### config.mk
export PLATFORM = sky130hd
export DESIGN_NAME = memory_bus_arbiter
export DESIGN_NICKNAME = d
export VERILOG_FILES = /design/src/rtl/memory_bus_arbiter_pkg.sv /design/src/rtl/memory_bus_arbiter_page_translator.sv /design/src/rtl/memory_bus_arbiter.sv
export SDC_FILE = /design/constraint.sdc
export NUM_CORES = 1
export LEC_CHECK = 0
export CAP_MARGIN = 20
export CORE_ASPECT_RATIO = 0.6
export CORE_MARGIN = 2
export CORE_UTILIZATION = 47
export CTS_CLUSTER_SIZE = 25
export DETAILED_ROUTE_END_ITERATION = 12
export GPL_TIMING_DRIVEN = 0
export MAX_ROUTING_LAYER = met4
export PLACE_DENSITY = 0.86
export REMOVE_ABC_BUFFERS = 1
export SYNTH_ARGS = -nofsm -noshare
export SYNTH_HDL_FRONTEND = slang
export SYNTH_SLANG_ARGS = --single-unit
export TNS_END_PERCENT = 100
### constraint.sdc
create_clock -name clk -period 12 [get_ports clk]
set_input_delay 3.6 -clock clk [delete_from_list [all_inputs] [get_ports clk]]
set_output_delay 3.6 -clock clk [all_outputs]
set_load 0.01 [all_outputs]
### src/rtl/memory_bus_arbiter_pkg.sv
// Shared definitions for the memory bus arbiter.
//   state_e            : arbiter FSM encoding (IDLE, BUSY, RESPOND)
//   OWNER_CORE/INT     : values of the latched owner (match mux_selector)
//   TIMEOUT_READ_DATA  : read data returned when memory never responds
package memory_bus_arbiter_pkg;

    typedef enum logic [1:0] {
        ST_IDLE    = 2'd0,
        ST_BUSY    = 2'd1,
        ST_RESPOND = 2'd2
    } state_e;

    localparam logic OWNER_CORE = 1'b0;
    localparam logic OWNER_INT  = 1'b1;

    localparam logic [31:0] TIMEOUT_READ_DATA = 32'hDEADBEEF;

endpackage

### src/rtl/memory_bus_arbiter_page_translator.sv
// Registered page relocation of a request address.
// When load_i is high, the register captures either
// address_i + (page_i << PAGE_SHIFT) (translate_i = 1) or address_i unchanged
// (translate_i = 0). The sum wraps modulo 2^BUS_WIDTH. The register holds its
// value until the next load, so it doubles as the latched request address.
//   clk, reset     : clock, asynchronous active-high reset
//   load_i         : capture a new address
//   translate_i    : apply the page base
//   address_i      : raw request address
//   page_i         : page number
//   address_o      : latched (translated) address
module memory_bus_arbiter_page_translator #(
    parameter int BUS_WIDTH  = 32,
    parameter int PAGE_SHIFT = 12,
    parameter int PAGE_BITS  = 20
) (
    input  logic                 clk,
    input  logic                 reset,
    input  logic                 load_i,
    input  logic                 translate_i,
    input  logic [BUS_WIDTH-1:0] address_i,
    input  logic [PAGE_BITS-1:0] page_i,
    output logic [BUS_WIDTH-1:0] address_o
);

    logic [BUS_WIDTH+PAGE_BITS-1:0] page_wide;
    logic [BUS_WIDTH-1:0]           page_base;
    logic [BUS_WIDTH-1:0]           address_d;
    logic [BUS_WIDTH-1:0]           address_q;

    always_comb begin
        // Widen before shifting so no page bits are lost ahead of truncation.
        page_wide = {{BUS_WIDTH{1'b0}}, page_i} << PAGE_SHIFT;
        page_base = page_wide[BUS_WIDTH-1:0];
        address_d = address_q;
        if (load_i) begin
            address_d = translate_i ? (address_i + page_base) : address_i;
        end
    end

    always_ff @(posedge clk or posedge reset) begin
        if (reset) begin
            address_q <= '0;
        end else begin
            address_q <= address_d;
        end
    end

    assign address_o = address_q;

endmodule

### src/rtl/memory_bus_arbiter.sv
// Two-master arbiter in front of the shared controller memory.
// The owner (mux_selector: 0 = core, 1 = interpreter) is sampled in IDLE; its
// request is latched, forwarded to memory in BUSY, and completed with a
// one-cycle response pulse in RESPOND. Core addresses are relocated by the
// page number; interpreter addresses pass through.
//
// Handshake: a master holds read/write high (level) until it sees its
// one-cycle response pulse, then drops it. Memory strobes stay high with
// stable address/data until mem_response is sampled high or the BUSY timeout
// expires; mem_response outside BUSY is ignored.
//
// Ports:
//   clk, reset                      : clock, asynchronous active-high reset
//   mux_selector, page_number       : owner select, core page
//   err_clear                       : clears timeout_error (IDLE only)
//   core_* / int_*                  : master request and response ports
//   mem_*                           : memory request and response ports
//   timeout_error                   : sticky timeout flag
//   dbg_state                       : current FSM state
module memory_bus_arbiter
    import memory_bus_arbiter_pkg::*;
#(
    parameter int BUS_WIDTH      = 32,
    parameter int PAGE_SHIFT     = 12,
    parameter int PAGE_BITS      = 20,
    parameter int TIMEOUT_CYCLES = 255
) (
    input  logic                 clk,
    input  logic                 reset,
    input  logic                 mux_selector,
    input  logic [PAGE_BITS-1:0] page_number,
    input  logic                 err_clear,
    input  logic                 core_read,
    input  logic                 core_write,
    input  logic [BUS_WIDTH-1:0] core_address,
    input  logic [BUS_WIDTH-1:0] core_write_data,
    output logic [BUS_WIDTH-1:0] core_read_data,
    output logic                 core_response,
    input  logic                 int_read,
    input  logic                 int_write,
    input  logic [BUS_WIDTH-1:0] int_address,
    input  logic [BUS_WIDTH-1:0] int_write_data,
    output logic [BUS_WIDTH-1:0] int_read_data,
    output logic                 int_response,
    output logic                 mem_read,
    output logic                 mem_write,
    output logic [BUS_WIDTH-1:0] mem_address,
    output logic [BUS_WIDTH-1:0] mem_write_data,
    input  logic [BUS_WIDTH-1:0] mem_read_data,
    input  logic                 mem_response,
    output logic                 timeout_error,
    output logic [1:0]           dbg_state
);

    localparam logic [15:0]          TIMEOUT_LAST = 16'(TIMEOUT_CYCLES - 1);
    localparam logic [BUS_WIDTH-1:0] TIMEOUT_DATA = BUS_WIDTH'(TIMEOUT_READ_DATA);

    state_e               state_q, state_d;
    logic                 owner_q, owner_d;
    logic                 is_write_q, is_write_d;
    logic [BUS_WIDTH-1:0] wdata_q, wdata_d;
    logic [15:0]          count_q, count_d;
    logic                 mem_read_q, mem_read_d;
    logic                 mem_write_q, mem_write_d;
    logic [BUS_WIDTH-1:0] core_rdata_q, core_rdata_d;
    logic [BUS_WIDTH-1:0] int_rdata_q, int_rdata_d;
    logic                 core_resp_q, core_resp_d;
    logic                 int_resp_q, int_resp_d;
    logic                 terr_q, terr_d;

    logic                 req_read;
    logic                 req_write;
    logic                 load;
    logic [BUS_WIDTH-1:0] req_address;
    logic [BUS_WIDTH-1:0] read_value;

    // Only the current owner's strobes are visible to the FSM.
    assign req_read    = mux_selector ? int_read    : core_read;
    assign req_write   = mux_selector ? int_write   : core_write;
    assign req_address = mux_selector ? int_address : core_address;

    memory_bus_arbiter_page_translator #(
        .BUS_WIDTH  (BUS_WIDTH),
        .PAGE_SHIFT (PAGE_SHIFT),
        .PAGE_BITS  (PAGE_BITS)
    ) u_page_translator (
        .clk         (clk),
        .reset       (reset),
        .load_i      (load),
        .translate_i (mux_selector == OWNER_CORE),
        .address_i   (req_address),
        .page_i      (page_number),
        .address_o   (mem_address)
    );

    always_comb begin
        state_d      = state_q;
        owner_d      = owner_q;
        is_write_d   = is_write_q;
        wdata_d      = wdata_q;
        count_d      = count_q;
        mem_read_d   = mem_read_q;
        mem_write_d  = mem_write_q;
        core_rdata_d = core_rdata_q;
        int_rdata_d  = int_rdata_q;
        terr_d       = terr_q;
        core_resp_d  = 1'b0;
        int_resp_d   = 1'b0;
        load         = 1'b0;
        read_value   = mem_response ? mem_read_data : TIMEOUT_DATA;

        case (state_q)
            ST_IDLE: begin
                if (err_clear) begin
                    terr_d = 1'b0;
                end
                if (req_read || req_write) begin
                    load        = 1'b1;
                    owner_d     = mux_selector;
                    // Write wins when both strobes are high.
                    is_write_d  = req_write;
                    wdata_d     = mux_selector ? int_write_data : core_write_data;
                    mem_write_d = req_write;
                    mem_read_d  = !req_write;
                    count_d     = '0;
                    state_d     = ST_BUSY;
                end
            end
            ST_BUSY: begin
                // A response in the final counted cycle still completes normally.
                if (mem_response || (count_q == TIMEOUT_LAST)) begin
                    state_d     = ST_RESPOND;
                    mem_read_d  = 1'b0;
                    mem_write_d = 1'b0;
                    count_d     = '0;
                    core_resp_d = (owner_q == OWNER_CORE);
                    int_resp_d  = (owner_q == OWNER_INT);
                    if (!is_write_q) begin
                        if (owner_q == OWNER_CORE) begin
                            core_rdata_d = read_value;
                        end else begin
                            int_rdata_d = read_value;
                        end
                    end
                    if (!mem_response) begin
                        terr_d = 1'b1;
                    end
                end else begin
                    count_d = count_q + 16'd1;
                end
            end
            ST_RESPOND: begin
                state_d = ST_IDLE;
            end
            default: begin
                state_d = ST_IDLE;
            end
        endcase
    end

    always_ff @(posedge clk or posedge reset) begin
        if (reset) begin
            state_q      <= ST_IDLE;
            owner_q      <= OWNER_CORE;
            is_write_q   <= 1'b0;
            wdata_q      <= '0;
            count_q      <= '0;
            mem_read_q   <= 1'b0;
            mem_write_q  <= 1'b0;
            core_rdata_q <= '0;
            int_rdata_q  <= '0;
            core_resp_q  <= 1'b0;
            int_resp_q   <= 1'b0;
            terr_q       <= 1'b0;
        end else begin
            state_q      <= state_d;
            owner_q      <= owner_d;
            is_write_q   <= is_write_d;
            wdata_q      <= wdata_d;
            count_q      <= count_d;
            mem_read_q   <= mem_read_d;
            mem_write_q  <= mem_write_d;
            core_rdata_q <= core_rdata_d;
            int_rdata_q  <= int_rdata_d;
            core_resp_q  <= core_resp_d;
            int_resp_q   <= int_resp_d;
            terr_q       <= terr_d;
        end
    end

    assign mem_read       = mem_read_q;
    assign mem_write      = mem_write_q;
    assign mem_write_data = wdata_q;
    assign core_read_data = core_rdata_q;
    assign int_read_data  = int_rdata_q;
    assign core_response  = core_resp_q;
    assign int_response   = int_resp_q;
    assign timeout_error  = terr_q;
    assign dbg_state      = state_q;

endmodule

==> results of run 1 <==
## tightest hold or removal path, cell delays in order, from the launching register on
cell and delay (ps):
dfrtp_1 340, nand2_1 60, o21ai_2 50
## final cells by class
class | count | area (um2)
Sequential cell | 153 | 3830
Inverter | 26 | 103
Tap cell | 209 | 262
Multi-Input combinational cell | 596 | 3630
Clock inverter | 14 | 153
Clock buffer | 18 | 429
Timing Repair Buffer | 329 | 3370
Fill cell | 1228 | 4440
## per-stage QoR
step	worst slack, ps	TNS [ps]	utilization, %	hold WS (ps)	instance area [um2]
detailed placement	4950	0	69.1	467	11200
CTS	5350	0	72.6	481	11800
global placement	-2410	-105760	68.1	460	11000
finish	5330	0	72.6	478	11800
floorplan	3960	0	-	446	7550
global route	5040	0	72.6	508	11800
## registers in the layout, summed over array words and instances, names as in the netlist
name	cells
mem_read	1
owner_q	1
mem_write	1
timeout_error	1
dbg_state	2
int_read_data	32
int_response	1
is_write_q	1
core_read_data	32
core_response	1
count_q	16
mem_write_data	32
u_page_translator.address_o	32
## metal layers
layer	vias up	GRT usage (%)	share of wire [%]
met4	0	5.92	1.1
met5	-	-	0
li1	3457	-	-
met1	3374	35.2	45
met2	231	41.5	47
met3	22	6.80	7.1
## power by group
group | internal [uW] | total (uW) | switching (uW)
combinational | 594 | 1130 | 534
sequential | 740 | 864 | 125
clock | 296 | 535 | 239
total | 1630 | 2530 | 898
## Yosys cell counts, types with 2 or more instances
cell type and number:
mux2_2 2, ha_1 21, nor2_1 28, o21ai_0 90, xnor2_1 12, and3_1 3, o21a_1 12, and4_1 2
a31oi_1 2, o21bai_1 3, o21ai_2 21, a211oi_1 4, nand2b_1 7, clkbuf_1 32, o221ai_1 7, nand3b_1 3
xor2_1 12, o21ai_1 37, nor2b_1 30, nor3_1 5, nand4_1 5, dfrtp_1 153, buf_2 12, a21oi_1 16
and2_1 3, buf_6 3, nand3_1 13, a21o_1 9, o31ai_1 4, or3_1 5, o211ai_1 8, inv_1 26
nand2_1 165, mux2i_1 47
## cells by family after synthesis
group                      count (synthesis)  synth area share (%)
and+or+nand+nor                          276                  16.2
AOI/OAI and AO/OA                        225                  17.7
DFF                                      153                  49.3
buffers and inverters                     75                  4.15
muxes                                     49                  6.34
xor gates and xnor gates                  24                  2.70
adders and majority gates                 22                  3.64
## worst paths after layout
kind                                    from                         endpoint  slack (ps)  depth (start not counted)
setup / recovery                mux_selector  u_page_translator.address_o[31]        5330                         12
hold / removal             int_read_data[24]                int_read_data[24]         480                          2
setup reg to reg                  count_q[0]                 int_read_data[8]        9160                          9
hold reg to reg            int_read_data[24]                int_read_data[24]         480                          2
max in group asynchronous              reset                 int_read_data[4]        7530                          3
min in group asynchronous              reset               mem_write_data[31]        3620                          2
==> impl_metrics.toml, run 1 <==
[clock_tree]
ctsHoldBuffers = 0
htreeDepth = 4
cts_tree = "built"
cts.clk_slew.worst_paths_ps = 60
insertion_delay_ps = 420
ctsResizeCount = 0
cts_buffers = 17
clock-sinks = 153
clockBufferDepth = 2
cts_setup_buffers = 0
root_buffer = "clkbuf_16"

[grt]
grtUsageTotal_pct = 26.6
grt_max_degree = 95
antenna_found_initial = 0
grt_pass1_wl_um = 36100
grt_pass1_vias = 7141
grt-ovfl-total = 0

[outcome]
status = "complete, no violations"

[floorplanning]
num_rows = 36
die_h_um = 104
io_pins = 324
die-width_um = 170
core-area_mm2 = 0.0162
die-area_mm2 = 0.0176
initial_utilization_pct = 47.9

[yosys]
ys_warn_count = 0
synth.top_cell.area_share_pct = 49.3
synth.top_cells.by_area = "dfrtp_1, nand2_1, mux2i_1"
yosysSeqAreaShare_pct = 49.3
synth-seq-cells = 153
synth_area_leader_cell = "dfrtp_1"
synth_edf_count = 0
syn_area_per_cell_um2 = 9.43
syn_inst = 824
async_flop_share_pct = 100
synth-main-ff-cell = "dfrtp_1"
ys_types = 56
synth_area_mm2 = 0.00777

[worst_setup_path]
worstSetupStartpointType = "input port"
path_buf_inv = 3
crit_required_ps = 12280
crit_chain = "buf_4 > buf_16 > o21a_1 > inv_1 > ha_1 > a211oi_1 > o21ai_0 > nand4_1 > o21ai_0 > o221ai_1 > xnor2_1 > a21oi_1"
path_class = "input port to register"
end_kind = "register"
crit_path_top_delay_cell = "o21ai_0"
crit_path_frequent_cell = "o21ai_0"
critical_path.top_delay_family = "compound AO/OA/AOI/OAI gates"
critPathMaxFanout = 77
critPathMaxStageDelay_ps = 680
cp.arrival_ps = 6950

[sta]
rsz0062_at_grt = "no"
tightest_slew_ps = 1050
slew-limit-headroom_pct = 30.2
setup_viol = 0
finalMaxSlewViolations = 0
hold_viol_final = 0
max_freq_ghz = 0.150
fin_crit_ps = 6670
finClkSkew_ps = 19.8
period_share_pct = 55.6

[detailed_routing]
routed_wl_um = 22500
drc_errors = 0
drt_iter0_markers = 503
num_vias = 7084
avgRoutedWirePerCell_um = 16.7
firstDrtPassIters = 5
routed_via_density = 5.27
ant_nets = 0

[placed_design]
dpl.cell_count = 1313
dpl.hpwl_um = 16800
place_congestion = 0.881
io_buffers = 323

[power_and_ir_drop]
p_leak_uw = 0.00518
p_total_uw = 2530
powerDensity_mw_per_mm2 = 215
ir_drop_mv = 0.116

[finish]
instances_no_fill = 1345
drive_gt1_share_pct = 6.07
antennaDiodeCount = 0
mostFrequentLayoutCell = "clkdlybuf4s50_1"
layout.nets = 1334
final_cell_mix = "clkdlybuf4s50_1, nand2_1, dfrtp_1, o21ai_0, mux2i_1"
syn_to_final_growth_pct = 51.6

[job]
cap_violations = 0

[min_path]
min_path_type = "register to register"
No activity file was read; power rests on OpenSTA's default activity.
==> run 2, diff against run 1 <==
Settings changed: CORE_UTILIZATION 47 to 43, PLACE_DENSITY 0.86 to 0.8.
Clock period 12 ns to 6.5 ns, I/O delays scaled along.
==> run 2 against run 1 <==
Clock power up 100%. Clock skew fell by 0.75 ps. Worst setup slack worse by 4000 ps. Final area increased by 0.96%. Wire length fell by 0.24%. Register-to-register slack got worse by 5400 ps. Flip-flop and latch count stayed put. Global-route usage down 2.5 points. Combinational power rose by 85%. Utilization fell by 6.1 points. Final cell count is 2.4% higher. Clock-buffer cell count unchanged.
==> impl_metrics.toml, run 2 (synthesis gave the netlist of run 1 again) <==
[worst_setup_path]
path_class = "input port to register"
critical_path.top_delay_family = "compound AO/OA/AOI/OAI gates"
crit_path_top_delay_cell = "o21ai_0"
reg2reg_slack_ps = 3720
crit_path_frequent_cell = "o21ai_0"
critPathMaxStageDelay_ps = 680
worstSetupStartpointType = "input port"
crit_required_ps = 6790
end_kind = "register"
path_buf_inv = 3
cp.arrival_ps = 5470
critPathMaxFanout = 61
crit_chain = "buf_4 > buf_16 > o21a_1 > inv_1 > ha_1 > a211oi_1 > o21ai_0 > nand4_1 > o21ai_0 > o221ai_1 > xnor2_1 > a21oi_1"

[clock_tree]
root_buffer = "clkbuf_16"
cts_buffers = 17
ctsHoldBuffers = 0
ctsResizeCount = 0
cts.clk_slew.worst_paths_ps = 70
htreeDepth = 4
cts_setup_buffers = 0
cts_tree = "built"
clock-sinks = 153
clockBufferDepth = 2
insertion_delay_ps = 420

[power_and_ir_drop]
ir_drop_mv = 0.204
p_leak_uw = 0.00523
powerDensity_mw_per_mm2 = 400

[sta]
tightest_slew_ps = 906
fin_crit_ps = 5170
max_freq_ghz = 0.193
hold_viol_final = 0
slew-limit-headroom_pct = 39.6
setup_viol = 0
rsz0062_at_grt = "no"
finalMaxSlewViolations = 0
period_share_pct = 79.6
finClkSkew_ps = 19.0

[floorplanning]
die_h_um = 108
core-area_mm2 = 0.0179
io_pins = 324
initial_utilization_pct = 43.5
die-width_um = 178
die-area_mm2 = 0.0192
num_rows = 38

[grt]
busiest_layer = "met2"
grt_pass1_vias = 6827
grtUsageTotal_pct = 24.1
use_met2_pct = 37.2
met1_usage_pct = 31.8
grt_pass1_wl_um = 35100
use_met3_pct = 6.58
grt_max_degree = 89
grt-ovfl-total = 0
antenna_found_initial = 0

[finish]
drive_gt1_share_pct = 6.16
layout.nets = 1335
antennaDiodeCount = 0
instances_no_fill = 1377
fillCellCount = 1515
fin_util_pct = 66.5
syn_to_final_growth_pct = 53.0
mostFrequentLayoutCell = "clkdlybuf4s50_1"
final_cell_mix = "clkdlybuf4s50_1, nand2_1, dfrtp_1, o21ai_0, mux2i_1"

[job]
cap_violations = 0

[min_path]
min_path_type = "register to register"

[placed_design]
dpl.hpwl_um = 16800
dpl.cell_count = 1344
place_congestion = 0.907
io_buffers = 323

[detailed_routing]
avgRoutedWirePerCell_um = 16.3
drc_errors = 0
routed_wl_um = 22400
firstDrtPassIters = 5
ant_nets = 0
num_vias = 6945
drt_iter0_markers = 378
routed_via_density = 5.04

[outcome]
status = "complete, no violations"
==> run 2: stage by stage <==
| step | power, uW | hold WS [ps] | instance area [um2] | TNS [ps] | setup WS [ps] |
|---|---|---|---|---|---|
| floorplan | 2470 | 446 | 7550 | 0 | 114 |
| global placement | 3630 | 460 | 11100 | -673290 | -6570 |
| detailed placement | 3690 | 465 | 11200 | 0 | 965 |
| CTS | 4790 | 480 | 11900 | 0 | 1380 |
| global route | 5070 | 493 | 11900 | 0 | 1060 |
| finish | 4760 | 475 | 11900 | 0 | 1330 |
==> run 2: worst paths after layout <==
kind | start | to | cells past startpoint
max | mux_selector | u_page_translator.address_o[31] | 12
min | mem_write_data[29] | mem_write_data[29] | 2
max reg2reg | count_q[0] | int_read_data[13] | 9
min reg2reg | mem_write_data[29] | mem_write_data[29] | 2
max in group asynchronous | reset | count_q[6] | 3
min in group asynchronous | reset | u_page_translator.address_o[22] | 2
==> run 2: tightest hold or removal path: stages, from the launching register on <==
cell and delay [ps]:
dfrtp_1 340, nand2_1 40, o21ai_0 60
==> run 2: layout make-up <==
| class | instances | area (um2) | share of cell area [%] |
|---|---|---|---|
| Clock inverter | 14 | 199 | 1.67 |
| Multi-Input combinational cell | 596 | 3630 | 30.5 |
| Timing Repair Buffer | 330 | 3400 | 28.6 |
| Tap cell | 240 | 300 | 2.53 |
| Sequential cell | 153 | 3830 | 32.2 |
| Inverter | 26 | 105 | 0.884 |
| Clock buffer | 18 | 429 | 3.61 |
==> run 2: power by group <==
group          leakage (uW)  internal (uW)  switching (uW)
clock network      0.000310            625             448
logic               0.00300           1110             977
registers           0.00191           1370             231
total               0.00523           3100            1660
==> run 2: layer usage <==
metal	wire, um	part of all wire (%)
met3	1430	6.4
met2	10300	46
met5	0	0
met1	10400	46
met4	342	1.5
